<file path="config.mk">
export PLATFORM = sky130hd
export DESIGN_NAME = msi_bus_arbiter
export DESIGN_NICKNAME = d
export VERILOG_FILES = /design/src/rtl/msi_pkg.sv /design/src/rtl/msi_bus_arbiter_rr_arbiter.sv /design/src/rtl/msi_bus_arbiter.sv
export SDC_FILE = /design/constraint.sdc
export NUM_CORES = 1
export LEC_CHECK = 0
export ABC_AREA = 1
export CAP_MARGIN = 0
export CORE_MARGIN = 4
export CORE_UTILIZATION = 38
export CTS_CLUSTER_SIZE = 12
export DETAILED_ROUTE_END_ITERATION = 16
export HOLD_SLACK_MARGIN = 0.1
export PLACE_DENSITY = 0.87
export SLEW_MARGIN = 20
export SYNTH_ARGS = -nofsm -noshare
export SYNTH_HDL_FRONTEND = slang
export SYNTH_SLANG_ARGS = --single-unit
</file>
<file path="constraint.sdc">
create_clock -name clk_i -period 3.2 [get_ports clk_i]
set_clock_uncertainty 0.1 [all_clocks]
set_input_delay 0.32 -clock clk_i [delete_from_list [all_inputs] [get_ports clk_i]]
set_output_delay 0.32 -clock clk_i [all_outputs]
set_load 0.1 [all_outputs]
</file>
<file path="src/rtl/msi_pkg.sv">
// Shared definitions for the MSI cache cluster.
// Covers the snoop-bus message encoding and the cache line state encoding.
package msi_pkg;

    localparam int MSG_W = 3;

    localparam logic [MSG_W-1:0] BUS_IDLE = 3'd0;
    localparam logic [MSG_W-1:0] BUS_RD   = 3'd1;
    localparam logic [MSG_W-1:0] BUS_RDX  = 3'd2;
    localparam logic [MSG_W-1:0] BUS_UPGR = 3'd3;

    localparam logic [1:0] INVALID  = 2'd0;
    localparam logic [1:0] SHARED   = 2'd1;
    localparam logic [1:0] MODIFIED = 2'd2;

    // Encodings above UPGR carry no meaning on the bus and are folded to IDLE.
    function automatic logic [MSG_W-1:0] bus_msg_clean(input logic [MSG_W-1:0] m);
        return (m > BUS_UPGR) ? BUS_IDLE : m;
    endfunction

endpackage

</file>
<file path="src/rtl/msi_bus_arbiter_rr_arbiter.sv">
// Combinational round-robin picker.
// Scans the pending vector starting at ptr_i, wrapping at N, and reports the
// first set bit as a onehot grant plus its index.
module rr_arbiter #(
    parameter int N = 2
) (
    input  logic [N-1:0]         pending_i,
    input  logic [$clog2(N)-1:0] ptr_i,
    output logic [N-1:0]         gnt_o,
    output logic [$clog2(N)-1:0] idx_o,
    output logic                 valid_o
);

    localparam int IW = $clog2(N);

    // First pending requester at or after the pointer wins.
    always_comb begin
        int j;
        j       = 0;
        gnt_o   = '0;
        idx_o   = '0;
        valid_o = 1'b0;
        for (int i = 0; i < N; i++) begin
            j = int'(ptr_i) + i;
            if (j >= N) begin
                j = j - N;
            end
            if (!valid_o && pending_i[IW'(j)]) begin
                valid_o         = 1'b1;
                gnt_o[IW'(j)]   = 1'b1;
                idx_o           = IW'(j);
            end
        end
    end

endmodule

</file>
<file path="src/rtl/msi_bus_arbiter.sv">
// Snoop-bus controller for the MSI cache cluster.
// Latches single-cycle bus requests, grants them round-robin, broadcasts the
// owner's message/address to the other caches, and holds a write-back window
// whenever a snooper flushes.
module msi_bus_arbiter
    import msi_pkg::*;
#(
    parameter int NUM_CPUS     = 2,
    parameter int NUM_LINES    = 2,
    parameter int FLUSH_CYCLES = 2
) (
    input  logic                          clk_i,
    input  logic                          rst_i,
    input  logic [NUM_CPUS-1:0]           req_i,
    output logic [NUM_CPUS-1:0]           gnt_o,
    input  logic [MSG_W*NUM_CPUS-1:0]     msg_i,
    input  logic [NUM_LINES*NUM_CPUS-1:0] addr_i,
    input  logic [NUM_CPUS-1:0]           flush_i,
    output logic [MSG_W*NUM_CPUS-1:0]     snoop_msg_o,
    output logic [NUM_LINES-1:0]          snoop_addr_o,
    output logic [$clog2(NUM_CPUS)-1:0]   owner_o,
    output logic                          busy_o,
    output logic                          wb_o,
    output logic                          txn_done_o
);

    localparam int IW = $clog2(NUM_CPUS);
    localparam int CW = $clog2(FLUSH_CYCLES + 1);

    localparam logic [1:0] ST_IDLE  = 2'd0;
    localparam logic [1:0] ST_GRANT = 2'd1;
    localparam logic [1:0] ST_BUS   = 2'd2;
    localparam logic [1:0] ST_WB    = 2'd3;

    logic [1:0]          state_q,      state_d;
    logic [NUM_CPUS-1:0] pending_q,    pending_d;
    logic [IW-1:0]       rr_ptr_q,     rr_ptr_d;
    logic [IW-1:0]       owner_q,      owner_d;
    logic [NUM_CPUS-1:0] owner_mask_q, owner_mask_d;
    logic [CW-1:0]       wb_cnt_q,     wb_cnt_d;

    logic [NUM_CPUS-1:0] arb_gnt;
    logic [IW-1:0]       arb_idx;
    logic                arb_valid;

    logic [MSG_W-1:0]     msg_arr  [NUM_CPUS];
    logic [NUM_LINES-1:0] addr_arr [NUM_CPUS];
    logic [MSG_W-1:0]     owner_msg;
    logic                 snoop_flush;

    // A request seen this cycle can win immediately, so the picker looks at
    // the latched requests plus the live ones.
    rr_arbiter #(.N(NUM_CPUS)) u_rr (
        .pending_i (pending_q | req_i),
        .ptr_i     (rr_ptr_q),
        .gnt_o     (arb_gnt),
        .idx_o     (arb_idx),
        .valid_o   (arb_valid)
    );

    assign owner_msg   = bus_msg_clean(msg_arr[owner_q]);
    assign snoop_flush = |(flush_i & ~owner_mask_q);

    // Unpack per-cache buses and build the snoop broadcast; the owner never snoops itself.
    for (genvar gi = 0; gi < NUM_CPUS; gi++) begin : g_cpu
        assign msg_arr[gi]  = msg_i[gi*MSG_W +: MSG_W];
        assign addr_arr[gi] = addr_i[gi*NUM_LINES +: NUM_LINES];
        assign snoop_msg_o[gi*MSG_W +: MSG_W] =
            (state_q == ST_BUS && !owner_mask_q[gi]) ? owner_msg : BUS_IDLE;
    end

    assign gnt_o        = (state_q == ST_GRANT) ? owner_mask_q : '0;
    assign snoop_addr_o = (state_q == ST_BUS) ? addr_arr[owner_q] : '0;
    assign owner_o      = owner_q;
    assign busy_o       = (state_q != ST_IDLE);
    assign wb_o         = (state_q == ST_WB);
    assign txn_done_o   = (state_q == ST_BUS && !snoop_flush) ||
                          (state_q == ST_WB && wb_cnt_q == '0);

    // Next-state logic for the bus FSM, request latch and round-robin pointer.
    always_comb begin
        state_d      = state_q;
        pending_d    = (pending_q & ~gnt_o) | req_i;
        rr_ptr_d     = rr_ptr_q;
        owner_d      = owner_q;
        owner_mask_d = owner_mask_q;
        wb_cnt_d     = wb_cnt_q;
        case (state_q)
            ST_IDLE: begin
                if (arb_valid) begin
                    state_d      = ST_GRANT;
                    owner_d      = arb_idx;
                    owner_mask_d = arb_gnt;
                end
            end
            ST_GRANT: begin
                rr_ptr_d = (owner_q == IW'(NUM_CPUS - 1)) ? '0 : owner_q + IW'(1);
                state_d  = ST_BUS;
            end
            ST_BUS: begin
                if (snoop_flush) begin
                    state_d  = ST_WB;
                    wb_cnt_d = CW'(FLUSH_CYCLES - 1);
                end else begin
                    state_d = ST_IDLE;
                end
            end
            ST_WB: begin
                if (wb_cnt_q == '0) begin
                    state_d = ST_IDLE;
                end else begin
                    wb_cnt_d = wb_cnt_q - CW'(1);
                end
            end
            default: state_d = ST_IDLE;
        endcase
    end

    // State registers with asynchronous active-low reset.
    always_ff @(posedge clk_i or negedge rst_i) begin
        if (!rst_i) begin
            state_q      <= ST_IDLE;
            pending_q    <= '0;
            rr_ptr_q     <= '0;
            owner_q      <= '0;
            owner_mask_q <= '0;
            wb_cnt_q     <= '0;
        end else begin
            state_q      <= state_d;
            pending_q    <= pending_d;
            rr_ptr_q     <= rr_ptr_d;
            owner_q      <= owner_d;
            owner_mask_q <= owner_mask_d;
            wb_cnt_q     <= wb_cnt_d;
        end
    end

    a_gnt_onehot: assert property (@(posedge clk_i) disable iff (!rst_i)
        $onehot0(gnt_o));
    a_single_flusher: assert property (@(posedge clk_i) disable iff (!rst_i)
        (state_q == ST_BUS) |-> $onehot0(flush_i & ~owner_mask_q));
    a_no_req_in_grant: assert property (@(posedge clk_i) disable iff (!rst_i)
        !(|(req_i & gnt_o)));

endmodule

</file>
==> impl_metrics.py, run 1 <==
metrics = {
    "outcome": {
        "status": "finished, final reports clean",
    },
    "die": {
        "rows": 12,
        "io-pin-count": 30,
        "start_util_pct": 43.2,
        "die_h_um": 44.5,
        "die_area_mm2": 0.00198,
        "core_mm2": 0.00117,
        "chipWidth_um": 44.5,
    },
    "timing": {
        "min_period_ns": 1.95,
        "setup_tns_ns": 0,
        "fmax_mhz": 514,
        "slew_viol_final": 0,
        "final-setup-viol-count": 0,
        "period_share_pct": 60.8,
        "finalHoldViolations": 0,
        "rsz0062_at_grt": "no",
    },
    "finish": {
        "syn2layout_area_growth_pct": 49.0,
        "multi_input_area_um2": 241,
        "insertedDiodeCount": 0,
        "drive_gt1_share_pct": 17.6,
        "seqCellArea_um2": 200,
        "nets": 121,
        "nFillCells": 114,
    },
    "synthesis": {
        "ys_ff_latch": 8,
        "yosys_warnings": 0,
        "syn_area_per_cell_um2": 6.74,
        "synth_cells": 75,
        "seq_area_frac_synth_pct": 39.6,
        "synth_cell_types": 19,
        "syn-cell-area_um2": 505,
    },
    "worst_setup_path": {
        "crit_family": "flip-flops",
        "critical-path-max-stage-delay_ns": 0.47,
        "end_kind": "output pin",
        "r2r_slack_ns": 2.05,
        "path_buf_inv": 1,
        "crit_chain": "or2_1 -> o21ai_2 -> nand2_1 -> nor2_1 -> buf_4",
        "cpMaxStageDelayCell": "dfrtp_1",
        "worstSetupPathType": "reg -> out",
        "reg2reg_to": "wb_cnt_q[0]",
        "start_kind": "flip-flop",
        "r2r_cells": 6,
        "cp.required_ns": 2.78,
        "cp.arrival_ns": 1.53,
        "reg2reg_from": "wb_cnt_q[0]",
        "crit_fanout": 9,
    },
    "routing": {
        "wire_per_inst_um": 11.0,
        "wirelength_um": 1280,
        "first_pass_iters": 6,
        "num_vias": 532,
        "ant_nets": 0,
        "via_per_inst": 4.59,
        "drt_iter0_markers": 14,
        "drc_errors": 0,
    },
    "global_route": {
        "grt_first_pass_wirelength_um": 2040,
        "antenna_found_initial": 0,
        "track_usage_pct": 14.3,
        "grt_max_degree": 10,
        "grt_pass1_vias": 482,
        "grt_overflow": 0,
    },
    "clock_tree": {
        "postCtsSetupRepairBufs": 0,
        "tritoncts": "done",
        "clkLatencyLatePin_ns": 0.25,
        "cts_max_level": 1,
        "cts_buffers": 3,
        "holdBufCountCts": 0,
        "clk_path_buf_depth": 2,
        "clock-root-buffer": "clkbuf_4",
        "path_clk_slew_ns": 0.05,
        "cts_resized": 0,
        "clkSinkCount": 8,
    },
    "place": {
        "port_buffers": 25,
        "hpwl_um": 1090,
        "gp_congestion": 0.712,
    },
    "job": {
        "max_cap_violations": 0,
    },
    "worst_hold_path": {
        "min_path_type": "in -> async",
    },
}
synth_stat cells (all sizes together):
cell,instances,area share (%)
a21oi,3,3.0
nor2,8,6.4
o21ai,4,4.7
ha,1,2.5
dfrtp,8,40
o22ai,1,1.2
conb,1,0.74
nand3,4,4.0
inv,13,9.7
buf,3,4.5
nand2,26,20
o21bai,1,1.5
or2,1,1.2
nand4,1,1.2
stage by stage:
stage          instance area (µm²)  util, %  setup WS, ns  hold slack [ns]  instances
2_1_floorplan                  513        -         0.140          -0.0756         77
3_3_place_gp                   731     62.4          1.33            0.370        113
3_5_place_dp                   731     62.4          1.32            0.375        113
4_1_cts                        753     64.3          1.23            0.244        116
5_1_grt                        753     64.3          1.11            0.251        116
6_report                       753     64.3          1.25            0.237        116
sequential cells by signal, indices dropped and copies added (netlist names):
name,flops
state_q,2
wb_cnt_q,2
owner_mask_q,1
owner_o,1
pending_q,1
rr_ptr_q,1
cells in the final DEF (no fill, tap or decap), drive strengths merged:
master	n
clkbuf	3
o21bai	1
inv	13
a21oi	3
ha	1
o21ai	4
dfrtp	8
nand3	4
buf	11
conb	3
or2	1
nand4	1
clkdlybuf4s50	14
nand2	26
nor2	8
o22ai	1
layout make-up:
type	count	share of cell area, %
clock buffers	3	2.99
inverters	13	6.48
flip-flops and latches	8	26.6
multi-input cells	53	32.1
repair buffers	25	29.6
well taps	14	2.33
cell families (layout without fill, tap and decap cells):
| group | after synthesis | after routing | synth area share [%] |
|---|---|---|---|
| other | 1 | 3 | 0.742 |
| adder cells (fa/ha/maj) | 1 | 1 | 2.47 |
| buffers and inverters | 16 | 41 | 14.1 |
| flip-flops | 8 | 8 | 39.6 |
| AND/OR/NAND/NOR | 40 | 40 | 32.7 |
| AO/OA/AOI/OAI | 9 | 9 | 10.4 |
worst max-delay path by stage:
stage	to	from	cells after the start
6_report	snoop_msg_o[1]	owner_o	5
5_1_grt	snoop_msg_o[1]	owner_o	5
4_1_cts	snoop_msg_o[1]	owner_o	5
3_3_place_gp	snoop_msg_o[3]	msg_i[2]	6
2_1_floorplan	snoop_msg_o[0]	owner_o	4
3_5_place_dp	snoop_msg_o[1]	msg_i[2]	6
routing by layer:
| metal | part of all wire [%] | vias up | GRT usage, % |
|---|---|---|---|
| li1 | - | 279 | - |
| met1 | 44 | 229 | 18.9 |
| met2 | 47 | 19 | 21.2 |
| met3 | 6.7 | 5 | 2.44 |
| met4 | 2.4 | 0 | 9.04 |
| met5 | 0 | - | 0 |
Power of run 1 is not shown: default switching activity piles up to over one toggle a cycle in this logic, so the estimate is an artifact.
==> run 2, diff against run 1 <==
CORE_UTILIZATION = 35   (was 38)
PLACE_DENSITY = 0.82   (was 0.87)
clock period = 1.99 ns   (was 3.2 ns; I/O delays follow)
==> impl_metrics.py, run 2 (synthesis gave the netlist of run 1 again) <==
metrics = {
    "die": {
        "die_area_mm2": 0.00212,
        "io-pin-count": 30,
        "chipWidth_um": 46.0,
        "die_h_um": 46.0,
        "rows": 13,
        "core_mm2": 0.00133,
        "start_util_pct": 37.9,
    },
    "routing": {
        "first_pass_iters": 4,
        "num_vias": 562,
        "via_per_inst": 4.76,
        "wire_per_inst_um": 11.6,
        "dr_wl_met3_um": 154,
        "routed.top_layer": "met4",
        "wirelength_um": 1370,
        "ant_nets": 0,
        "drc_errors": 0,
        "dr_wl_met2_um": 661,
        "drt_iter0_markers": 3,
        "wl_met1_um": 542,
    },
    "clock_tree": {
        "clock-root-buffer": "clkbuf_4",
        "tritoncts": "done",
        "cts_buffers": 3,
        "cts_max_level": 1,
        "clk_path_buf_depth": 2,
        "cts_resized": 0,
        "clkSinkCount": 8,
        "clkLatencyLatePin_ns": 0.26,
        "postCtsSetupRepairBufs": 0,
        "path_clk_slew_ns": 0.06,
        "holdBufCountCts": 0,
    },
    "place": {
        "pre_cts_slack_ns": 0.335,
        "hpwl_um": 1170,
        "gp_congestion": 0.791,
        "port_buffers": 25,
    },
    "worst_setup_path": {
        "crit_chain": "or2_1 -> o21ai_2 -> nand2_1 -> nor2_4 -> buf_12",
        "cpMaxStageDelayCell": "dfrtp_2",
        "path_buf_inv": 1,
        "start_kind": "flip-flop",
        "crit_fanout": 9,
        "end_kind": "output pin",
        "cp.arrival_ns": 1.53,
        "cp.required_ns": 1.69,
        "crit_family": "simple AND/OR/NAND/NOR gates",
        "critical-path-max-stage-delay_ns": 0.47,
        "worstSetupPathType": "reg -> out",
    },
    "finish": {
        "layout_common_cells": "25 x nand2_1, 14 x clkdlybuf4s50_1, 12 x inv_1, 10 x buf_12, 7 x dfrtp_1",
        "insertedDiodeCount": 0,
        "drive_gt1_share_pct": 26.2,
        "reg_top3": "state_q: 2 flops, wb_cnt_q: 2 flops",
        "layout_commonest_cell": "nand2_1",
        "syn2layout_area_growth_pct": 87.1,
        "final_util_pct": 70.9,
        "nets": 121,
    },
    "global_route": {
        "track_usage_pct": 14.8,
        "grt_first_pass_wirelength_um": 2200,
        "antenna_found_initial": 0,
        "grt_max_degree": 10,
        "grt_overflow": 0,
        "grt_pass1_vias": 532,
    },
    "timing": {
        "whs_ns": 0.114,
        "fmax_mhz": 546,
        "final-setup-viol-count": 0,
        "rsz0062_at_grt": "no",
        "period_share_pct": 92.0,
        "slew_viol_final": 0,
        "finalHoldViolations": 0,
        "setup_tns_ns": 0,
        "layout_setup_ws_ns": 0.160,
        "min_period_ns": 1.83,
    },
    "job": {
        "max_cap_violations": 0,
    },
    "worst_hold_path": {
        "min_path_type": "in -> async",
    },
    "outcome": {
        "status": "finished, final reports clean",
    },
}
==> run 2: final timing paths <==
| path | to | cells after the start | start | slack [ns] |
|---|---|---|---|---|
| worst max-delay path | snoop_msg_o[3] | 5 | owner_o | 0.16 |
| max in group asynchronous | owner_o | 1 | rst_i | 1.40 |
| min in group clk_i | wb_cnt_q[1] | 2 | wb_cnt_q[1] | 0.41 |
| worst min-delay path | pending_q[0] | 1 | rst_i | 0.11 |
| worst max register to register | wb_cnt_q[0] | 6 | wb_cnt_q[0] | 0.82 |
| worst min register to register | wb_cnt_q[1] | 2 | wb_cnt_q[1] | 0.41 |
==> run 2: area by class of cell <==
| type | instances | area [µm²] |
|---|---|---|
| Inverter | 13 | 48.8 |
| Sequential cell | 8 | 201 |
| Clock buffer | 4 | 26.3 |
| Tap cell | 15 | 18.8 |
| Multi-Input combinational cell | 53 | 303 |
| Timing Repair Buffer | 25 | 348 |
| Fill cell | 100 | 388 |
==> run 2: worst reg2reg max path: stages, from the launching register on <==
cell and delay, ns:
dfrtp_1 0.36, inv_1 0.05, ha_1 0.19, inv_1 0.12
nand2_2 0.10, nand3_1 0.10, nand2_1 0.06
==> run 2: layer usage <==
layer / vias up / GRT usage (%)
met5: - / 0
met4: 0 / 8.52
met3: 2 / 3.56
met2: 26 / 26.4
met1: 253 / 15.5
li1: 281 / -
==> run 2: metrics by stage <==
step | area, µm² | instances
2_1_floorplan | 576 | 77
3_3_place_gp | 920 | 114
3_5_place_dp | 920 | 114
4_1_cts | 946 | 118
5_1_grt | 946 | 118
6_report | 946 | 118
Power of run 2 is left out for the same reason.
